### config.mk
export PLATFORM = sky130hd
export DESIGN_NAME = fip_32_mult_arb
export DESIGN_NICKNAME = d
export VERILOG_FILES = /design/src/rtl/fip_32_mult_arb.sv
export SDC_FILE = /design/constraint.sdc
export NUM_CORES = 2
export LEC_CHECK = 0
export CORE_UTILIZATION = 35
export DETAILED_ROUTE_END_ITERATION = 8
export GPL_TIMING_DRIVEN = 1
export MAX_ROUTING_LAYER = met4
export PLACE_DENSITY = 0.59
export SLEW_MARGIN = 40
export SYNTH_ARGS = -nofsm -noshare
export SYNTH_HDL_FRONTEND = slang
export SYNTH_SLANG_ARGS = --single-unit
export TNS_END_PERCENT = 50
### constraint.sdc
create_clock -name i_clk -period 7 [get_ports i_clk]
set_input_delay 1.4 -clock i_clk [delete_from_list [all_inputs] [get_ports i_clk]]
set_output_delay 1.4 -clock i_clk [all_outputs]
set_load 0.05 [all_outputs]
### src/rtl/fip_32_mult_arb.sv
// -----------------------------------------------------------------------------
// fip_32_mult_arb
// Round-robin arbiter in front of one shared 32x32 signed fixed-point
// multiplier. Up to NUM_REQ requesters compete for the multiplier. The winner's
// operands pass through a two-stage pipeline: S1 holds the operands and S2
// holds the product. The result carries the id of the requester that issued it.
//
// Parameters
//   FRA_BITS : fractional bits of the Q-format operands and result (0 < FRA_BITS <= 32)
//   NUM_REQ  : number of requesters, 1..8
//
// Ports
//   i_clk        : clock, rising edge
//   i_rst        : synchronous active-high reset
//   i_req_valid  : per-requester request valid
//   o_req_ready  : per-requester accept strobe (at most one bit high)
//   i_req_x      : per-requester multiplicand (signed Q-format)
//   i_req_y      : per-requester multiplier (signed Q-format)
//   o_rsp_valid  : result valid (from S2)
//   o_rsp_id     : index of the requester owning the result
//   o_rsp_z      : fixed-point product
//   i_rsp_ready  : consumer accepts the result
//   o_busy       : any pipeline stage holds a valid entry
//
// Build option
//   FIP_MULT_SAT_EN : when defined, an out-of-range product saturates to
//                     0x7FFFFFFF or 0x80000000. When undefined, the product is
//                     truncated and wraps.
// -----------------------------------------------------------------------------
module fip_32_mult_arb #(
  parameter int unsigned FRA_BITS = 16,
  parameter int unsigned NUM_REQ  = 4,
  localparam int unsigned ID_W    = (NUM_REQ > 1) ? $clog2(NUM_REQ) : 1
) (
  input  logic                     i_clk,
  input  logic                     i_rst,
  input  logic [NUM_REQ-1:0]       i_req_valid,
  output logic [NUM_REQ-1:0]       o_req_ready,
  input  logic [NUM_REQ-1:0][31:0] i_req_x,
  input  logic [NUM_REQ-1:0][31:0] i_req_y,
  output logic                     o_rsp_valid,
  output logic [ID_W-1:0]          o_rsp_id,
  output logic [31:0]              o_rsp_z,
  input  logic                     i_rsp_ready,
  output logic                     o_busy
);

  localparam int unsigned DW    = 32;
  localparam int unsigned PW    = 64;
  localparam int unsigned IDX_W = ID_W + 1;
`ifdef FIP_MULT_SAT_EN
  localparam int unsigned HI_W  = PW - FRA_BITS - DW + 1;
`endif

  // Pipeline and arbiter state
  logic            s1_vld_q, s1_vld_d;
  logic [DW-1:0]   s1_x_q, s1_x_d;
  logic [DW-1:0]   s1_y_q, s1_y_d;
  logic [ID_W-1:0] s1_id_q, s1_id_d;
  logic            s2_vld_q, s2_vld_d;
  logic [DW-1:0]   s2_z_q, s2_z_d;
  logic [ID_W-1:0] s2_id_q, s2_id_d;
  logic [ID_W-1:0] ptr_q, ptr_d;

  // Arbiter intermediates
  logic [2*NUM_REQ-1:0] req_dbl;
  logic [2*NUM_REQ-1:0] req_rot_full;
  logic [NUM_REQ-1:0]   req_rot;
  logic [ID_W-1:0]      gnt_off;
  logic                 gnt_found;
  logic [IDX_W-1:0]     gnt_sum;
  logic [ID_W-1:0]      gnt_idx;
  logic [NUM_REQ-1:0]   gnt_oh;
  logic                 s2_adv;
  logic                 can_acc;
  logic                 transfer;
  logic [DW-1:0]        x_sel;
  logic [DW-1:0]        y_sel;

  // Datapath intermediates
  logic signed [PW-1:0] x_ext;
  logic signed [PW-1:0] y_ext;
  logic signed [PW-1:0] prod;
  logic [DW-1:0]        z_res;
  logic                 prod_unused;
`ifdef FIP_MULT_SAT_EN
  logic [HI_W-1:0]      prod_hi;
`endif

  // Pipeline flow: S2 drains when empty or consumed; S1 accepts when it empties or moves on
  always_comb begin
    s2_adv  = !s2_vld_q || i_rsp_ready;
    can_acc = !s1_vld_q || s2_adv;
  end

  // Round-robin search: rotate the valids so that the pointer sits at bit 0, then find the lowest set bit
  always_comb begin
    req_dbl      = {i_req_valid, i_req_valid};
    req_rot_full = req_dbl >> ptr_q;
    req_rot      = req_rot_full[NUM_REQ-1:0];
    gnt_found    = 1'b0;
    gnt_off      = '0;
    for (int i = 0; i < int'(NUM_REQ); i++) begin
      if (req_rot[i] && !gnt_found) begin
        gnt_found = 1'b1;
        gnt_off   = ID_W'(i);
      end
    end
    gnt_sum = {1'b0, ptr_q} + {1'b0, gnt_off};
    if (gnt_sum >= IDX_W'(NUM_REQ)) begin
      gnt_sum = gnt_sum - IDX_W'(NUM_REQ);
    end
    gnt_idx  = gnt_sum[ID_W-1:0];
    transfer = gnt_found && can_acc && !i_rst;
    gnt_oh   = transfer ? (NUM_REQ'(1) << gnt_idx) : '0;
  end

  // The ready handshake must be completed in the same cycle, so this output is combinational from the grant
  assign o_req_ready = gnt_oh;

  // Operand select driven by the one-hot grant
  always_comb begin
    x_sel = '0;
    y_sel = '0;
    for (int i = 0; i < int'(NUM_REQ); i++) begin
      if (gnt_oh[i]) begin
        x_sel = i_req_x[i];
        y_sel = i_req_y[i];
      end
    end
  end

  // Full 64-bit signed product of the S1 operands, then extract the Q-format window
  always_comb begin
    x_ext       = PW'($signed(s1_x_q));
    y_ext       = PW'($signed(s1_y_q));
    prod        = x_ext * y_ext;
    prod_unused = ^prod;
`ifdef FIP_MULT_SAT_EN
    // Overflow when the bits above the result window disagree with its sign bit
    prod_hi = prod[PW-1:FRA_BITS+DW-1];
    if ((|prod_hi) && !(&prod_hi)) begin
      z_res = prod[PW-1] ? 32'h8000_0000 : 32'h7FFF_FFFF;
    end else begin
      z_res = prod[FRA_BITS+DW-1:FRA_BITS];
    end
`else
    z_res = prod[FRA_BITS+DW-1:FRA_BITS];
`endif
  end

  // Next-state logic for the pipeline stages and the round-robin pointer
  always_comb begin
    s1_vld_d = s1_vld_q;
    s1_x_d   = s1_x_q;
    s1_y_d   = s1_y_q;
    s1_id_d  = s1_id_q;
    s2_vld_d = s2_vld_q;
    s2_z_d   = s2_z_q;
    s2_id_d  = s2_id_q;
    ptr_d    = ptr_q;

    if (can_acc) begin
      s1_vld_d = transfer;
      if (transfer) begin
        s1_x_d  = x_sel;
        s1_y_d  = y_sel;
        s1_id_d = gnt_idx;
      end
    end

    // Hold the result fields when a bubble moves in, so the outputs do not toggle needlessly
    if (s2_adv) begin
      s2_vld_d = s1_vld_q;
      if (s1_vld_q) begin
        s2_z_d  = z_res;
        s2_id_d = s1_id_q;
      end
    end

    if (transfer) begin
      ptr_d = (gnt_idx == ID_W'(NUM_REQ - 1)) ? '0 : gnt_idx + ID_W'(1);
    end
  end

  // State registers
  always_ff @(posedge i_clk) begin
    if (i_rst) begin
      s1_vld_q <= 1'b0;
      s1_x_q   <= '0;
      s1_y_q   <= '0;
      s1_id_q  <= '0;
      s2_vld_q <= 1'b0;
      s2_z_q   <= '0;
      s2_id_q  <= '0;
      ptr_q    <= '0;
    end else begin
      s1_vld_q <= s1_vld_d;
      s1_x_q   <= s1_x_d;
      s1_y_q   <= s1_y_d;
      s1_id_q  <= s1_id_d;
      s2_vld_q <= s2_vld_d;
      s2_z_q   <= s2_z_d;
      s2_id_q  <= s2_id_d;
      ptr_q    <= ptr_d;
    end
  end

  // Status outputs are forced low while reset is held
  assign o_rsp_valid = s2_vld_q && !i_rst;
  assign o_rsp_id    = s2_id_q;
  assign o_rsp_z     = s2_z_q;
  assign o_busy      = (s1_vld_q || s2_vld_q) && !i_rst;

endmodule

Word-level counts from Yosys, hierarchy flattened
Index checks and enable logic that the tools add are counted.
- bits in registers: 104
- input bits: 263
- output and inout bits: 40
- word-level logic and storage cells: 52
- $add $sub $neg: 3
- multiply operators: 1
- $lt $le $gt $ge: 1
- equal/unequal tests: 1
- shifts and indexed selects: 2
- multiplexer cells: 18
- reductions and logical operators: 18
- operators with widths (cell ; number):
    $mux W32 ; 8
    $mul A32 B32 Y48 ; 1
    $mux W2 ; 4
    $shr A8 B2 Y4 ; 1
    $logic_and A1 B1 Y1 ; 7
    $logic_not A1 Y1 ; 6
    $mux W1 ; 5
    $mux W4 ; 1
    $reduce_and A2 Y1 ; 2
    $shl A1 B2 Y4 const A ; 1
    $add A2 B2 Y3 ; 1
    $ge A3 B3 Y1 const B ; 1
    $logic_or A1 B1 Y1 ; 3
    $add A2 B1 Y2 const B ; 1
    $eq A2 B2 Y1 const B ; 1
    $sub A2 B1 Y2 const B ; 1

Logic depth before layout (Yosys ltp)
- depth in word-level cells: 20
- mapped depth: 30

Worst setup path after synthesis
No wires, ideal clock.
- path kind: reg2reg
- start: reg s1_x_q[31]
- end: reg s2_z_q[30] (netlist: o_rsp_z[30])
- arrival time: 7.085 ns
- data required time: 6.880 ns
- setup slack: -0.204 ns
- stages on the path, launching flop included: 26
- clock period less this slack: 7.204 ns
- cells stage by stage: dfxtp_1 -> clkbuf_1 -> and2_1 -> fa_1 -> inv_1 -> fa_1 -> inv_1 -> fa_1 -> inv_1 -> fa_1 -> inv_1 -> fa_1 -> fa_1 -> fa_1 -> fa_1 -> ha_1 -> clkbuf_1 -> a21o_1 -> a21o_1 -> a211oi_1 -> o2111ai_1 -> a21oi_1 -> nor4b_1 -> o31ai_1 -> nor4_1 -> a211o_1
- word-level cells in the longest chain between the ends: 1
- ends and longest elaborated chain (item ; line ; source):
    start, declared ; 57 ; logic [DW-1:0] s1_x_q, s1_x_d;
    start signal, assigned ; 190 ; s1_x_q <= '0;
    start signal, assigned ; 199 ; s1_x_q <= s1_x_d;
    $mul A32 B32 Y48 ; 137 ; prod = x_ext * y_ext;
    end signal, assigned ; 203 ; s2_z_q <= s2_z_d;
    end, declared ; 61 ; logic [DW-1:0] s2_z_q, s2_z_d;
No other way between the ends.
A chain may end at the register's enable or synchronous reset.

Final worst setup path
- start: reg s1_x_q[10]
- end: reg s2_z_q[30] (netlist: o_rsp_z[30])
Same word-level chain as after synthesis.

==> summary.md <==
| Metric | Value |
|---|---|
| Status | `finished with violations` |
| Failing checks | `setup timing` |
| Ys flop type | `dfxtp_1` |
| WL/cell | `19.67 um` |
| Crit-path max FO | `5` |
| Drt total wl | `111.2 mm` |
| Htree depth | `3` |
| Root Buffer | `clkbuf_16` |
| Worst r2r path cells | `22` |
| Post-synth cell types | `64` |
| PortBufs | `a little over 300` |
| Number of synthesized flops with an enable pin | `0` |
| Chip Height | `315.6 um` |
| Worst-Margin Slew | `885.0 ps` |
| Post-Syn Area | `34410 um^2` |
| Final Util | `44.82%` |
| Antenna violations before repair | `2` |
| Worst Setup End Kind | `flop` |
| Core area | `96990 um^2` |
| Worst hold-check path type | `flop to flop` |
| Final Hold Fails | `0` |
| Critical R2R Launch | `s1_x_q[10]` |
| Largest net degree at the start of global routing | `65` |
| Async set-or-reset flop fraction in the synthesized netlist | `0%` |
| Hold path start | `o_rsp_z[22]` |
| Iter 0 DRT Violations | `1403` |
| Initial core utilization | `35.48%` |
| DR pass1 iterations | `5` |
| CP top delay family | `adder cells` |
| WHS Path Cells | `2` |
| P_leak | `roughly 20 nW` |
| Routability cong. | `0.8961` |
| Worst Path Arrival | `about 7500 ps` |
| Num CTS Buffers | `9` |
| Post-CTS Hold Buffers | `0` |
| Final Slew Violations | `0` |
| CTS sink cnt | `roughly 100` |
| Clk_lat worst skew | `410 ps` |
| Finish-stage setup viols | `13` |
| Post-synth net total | `5166` |
| Reg2reg end | `o_rsp_z[30]` |
| Cell Count, Final, Fillers Out | `5652` |
| Hold EP | `o_rsp_z[22]` |
| Top cell by count, worst path | `fa_1` |
| Worst vdd ir | `0.3772 mV` |
| Number of synthesized register bits | `between 100 and 150` |
| Overflow after GRT | `0` |
| Slowest library cell on the worst path | `fa_1` |
| Post-layout min period | `7226 ps` |
| CP Launch Type | `flop` |
| CP Class | `flop to flop` |
| Ys Warns | `0` |
| Mapped Avg Cell Area | `8.831 um^2` |
| Die Area | `99580 um^2` |
| Commonest non-fill, non-tap cells in the layout | `794 x fa_1, 770 x inv_1, 609 x nand2_1` |
| CP bufs+invs | `3` |
| Crit-path cells | `buf_12 -> buf_16 -> and2_1 -> fa_1 -> fa_1 -> fa_1 -> fa_1 -> fa_2 -> fa_1 -> fa_1 -> fa_1 -> ha_1 -> a21o_1 -> a21o_1 -> a211oi_2 -> o2111ai_1 -> a21oi_2 -> buf_6 -> nor4b_1 -> o31ai_1 -> nor4_1 -> a211o_1` |
| Vias/cell | `slightly below 5` |
| Final worst slack | `-226.2 ps` |
| # DRC | `0` |
| Sequential fraction of the synthesis area | `between 6 and 7%` |
| Clock Path Buffers | `2` |
| Via count | `about 28k` |
| FMAX | `138.4 MHz` |
| Period utilisation layout | `103.2%` |
| Most common cell after layout, fill and taps aside | `fa_1` |
| Total Neg Setup Slack | `-1103 ps` |
| RSZ-0062 raised after global routing | `yes` |
| Vias in the first global route | `29.97k` |
| Total of max-cap violations | `0` |
| CTS tree | `yes` |
| R2R Setup Slk | `-230 ps` |
| DIE WIDTH | `315.6 um` |
| GRT Total Usage | `23.56%` |
| Mapped Cells | `3897` |
| Placed insts | `about 5.6k` |
| First-pass GRT wire length | `171.9 mm` |
| DP Wirelength | `approximately 94 mm` |
| CP max stage delay | `560 ps` |
| PwrDens | `351.2 nW/um^2` |
| Setup Skew | `17.43 ps` |
| Final Power | `15.27 mW` |
| Io pins | `303` |
| Layout area overhead | `26.32%` |
| Row Count | `approximately 110` |
| Layout net count | `around 5.6k` |
| Critical path required time | `7300 ps` |
| Final ANT Viol Nets | `0` |
| Worst-path clk slew | `roughly 110 ps` |
| Worst slew margin | `41.00%` |
| Fraction of layout cells with a size suffix above 1 | `between 15 and 20%` |
==> cells in the mapped netlist (3+ instances only) <==
library cell    n  area [um^2]
a211o_1         3        26.28
a211oi_1       13        97.59
a21o_1         30        225.2
a21oi_1       108        540.5
a221oi_1       22        192.7
a22oi_1        43        322.8
a31o_2          3        26.28
a31oi_1         5        31.28
and2_1        439         2746
and3_1          3        18.77
buf_1           8        30.03
buf_2           9        45.04
clkbuf_1      253        949.7
dfxtp_1       104         2082
fa_1          838        16780
ha_1          168         2102
inv_1         797         2992
nand2_1       618         2320
nand2b_1       10        62.56
nand3_1        22        110.1
nand4_1        12        75.07
nor2_1         81        304.0
nor2b_1        11        68.82
nor3_1         20        100.1
nor4_1          4        25.02
nor4b_1         3        26.28
o211ai_1       94        705.7
o21a_1          7        52.55
o21ai_0        39        195.2
o21bai_1        5        37.54
o311ai_0       13        113.9
o31ai_1         4        30.03
xnor2_1        51        446.7
xor2_1         18        157.7
==> metal layers <==
| layer | wire length, um | global-route usage (%) | share of wire, % | up-vias |
|---|---|---|---|---|
| met5 | 0 | - | 0 | - |
| met4 | 6810 | 12.15 | 6.1 | 0 |
| met3 | 3945 | 1.902 | 3.5 | 192 |
| met2 | 59050 | 42.48 | 53 | 754 |
| met1 | 41350 | 25.85 | 37 | 14200 |
| li1 | - | - | - | 12580 |
==> cell type report <==
type / count / area (um^2)
Antenna cell: 1 / 2.502
Clock buffer: 9 / 225.2
Timing Repair Buffer: 732 / 7316
Fill cell: 9541 / 53520
Inverter: 800 / 3009
Clock inverter: 7 / 81.33
Sequential cell: 104 / 2160
Multi-Input combinational cell: 2723 / 29080
Tap cell: 1276 / 1597
==> registers in the layout (all words and copies together) (netlist names) <==
| register | flops |
|---|---|
| s1_x_q | 32 |
| s1_y_q | 32 |
| s2_vld_q | 1 |
| s1_id_q | 2 |
| s1_vld_q | 1 |
| o_rsp_id | 2 |
| ptr_q | 2 |
| o_rsp_z | 32 |
==> cell families after synthesis <==
logic type      synth area share [%]
xor+xnor                       1.756
buf+inv                        11.70
flops                          6.050
simple gates                   17.22
fa+ha+maj                      54.86
compound gates                 8.413
==> what timing repair did <==
item | in CTS | in global routing
setup endpoints to repair | 22 | 24
pin swaps | 73 | 75
gates resized for setup | 162 | 85
buffers inserted | 21 | 11
gates cloned | 4 | 2
==> metrics by stage <==
step	instance area, um^2	setup slack, ps	hold WS [ps]
floorplan	34500	-108.4	432.2
global placement	41800	-259.6	441.9
detailed placement	41800	-465.7	443.3
CTS	42950	-174.7	455.7
global route	43470	-399.7	469.2
finish	43470	-226.2	454.5
==> worst reg2reg max path: cells and delay by family (launching register included) <==
family,cells,cell delay (ps)
flip-flops,1,380
adder cells (fa/ha/maj),9,4370
AO/OA/AOI/OAI,7,1630
AND/OR/NAND/NOR,3,320
buffers and inverters,3,450
==> power breakdown <==
group	internal, mW	switching, mW	leakage [nW]	total, mW
clock network	0.259	0.336	0.150	0.595
registers	0.801	0.219	0.871	1.02
logic	6.03	7.62	18.5	13.7
total	7.09	8.18	19.5	15.3
==> worst max-delay path by stage <==
| stage | from | end | slack (ps) | cells past startpoint |
|---|---|---|---|---|
| final | s1_x_q[10] | o_rsp_z[30] | -230 | 22 |
| after CTS | s1_x_q[10] | o_rsp_z[30] | -170 | 22 |
| after global placement | s1_x_q[16] | o_rsp_z[25] | -260 | 23 |
| after detailed placement | s1_x_q[11] | o_rsp_z[19] | -470 | 21 |
| after floorplan | s1_x_q[31] | o_rsp_z[30] | -110 | 25 |
| after global routing | s1_y_q[2] | o_rsp_z[30] | -400 | 25 |
Power figures use the tool's default switching activity.
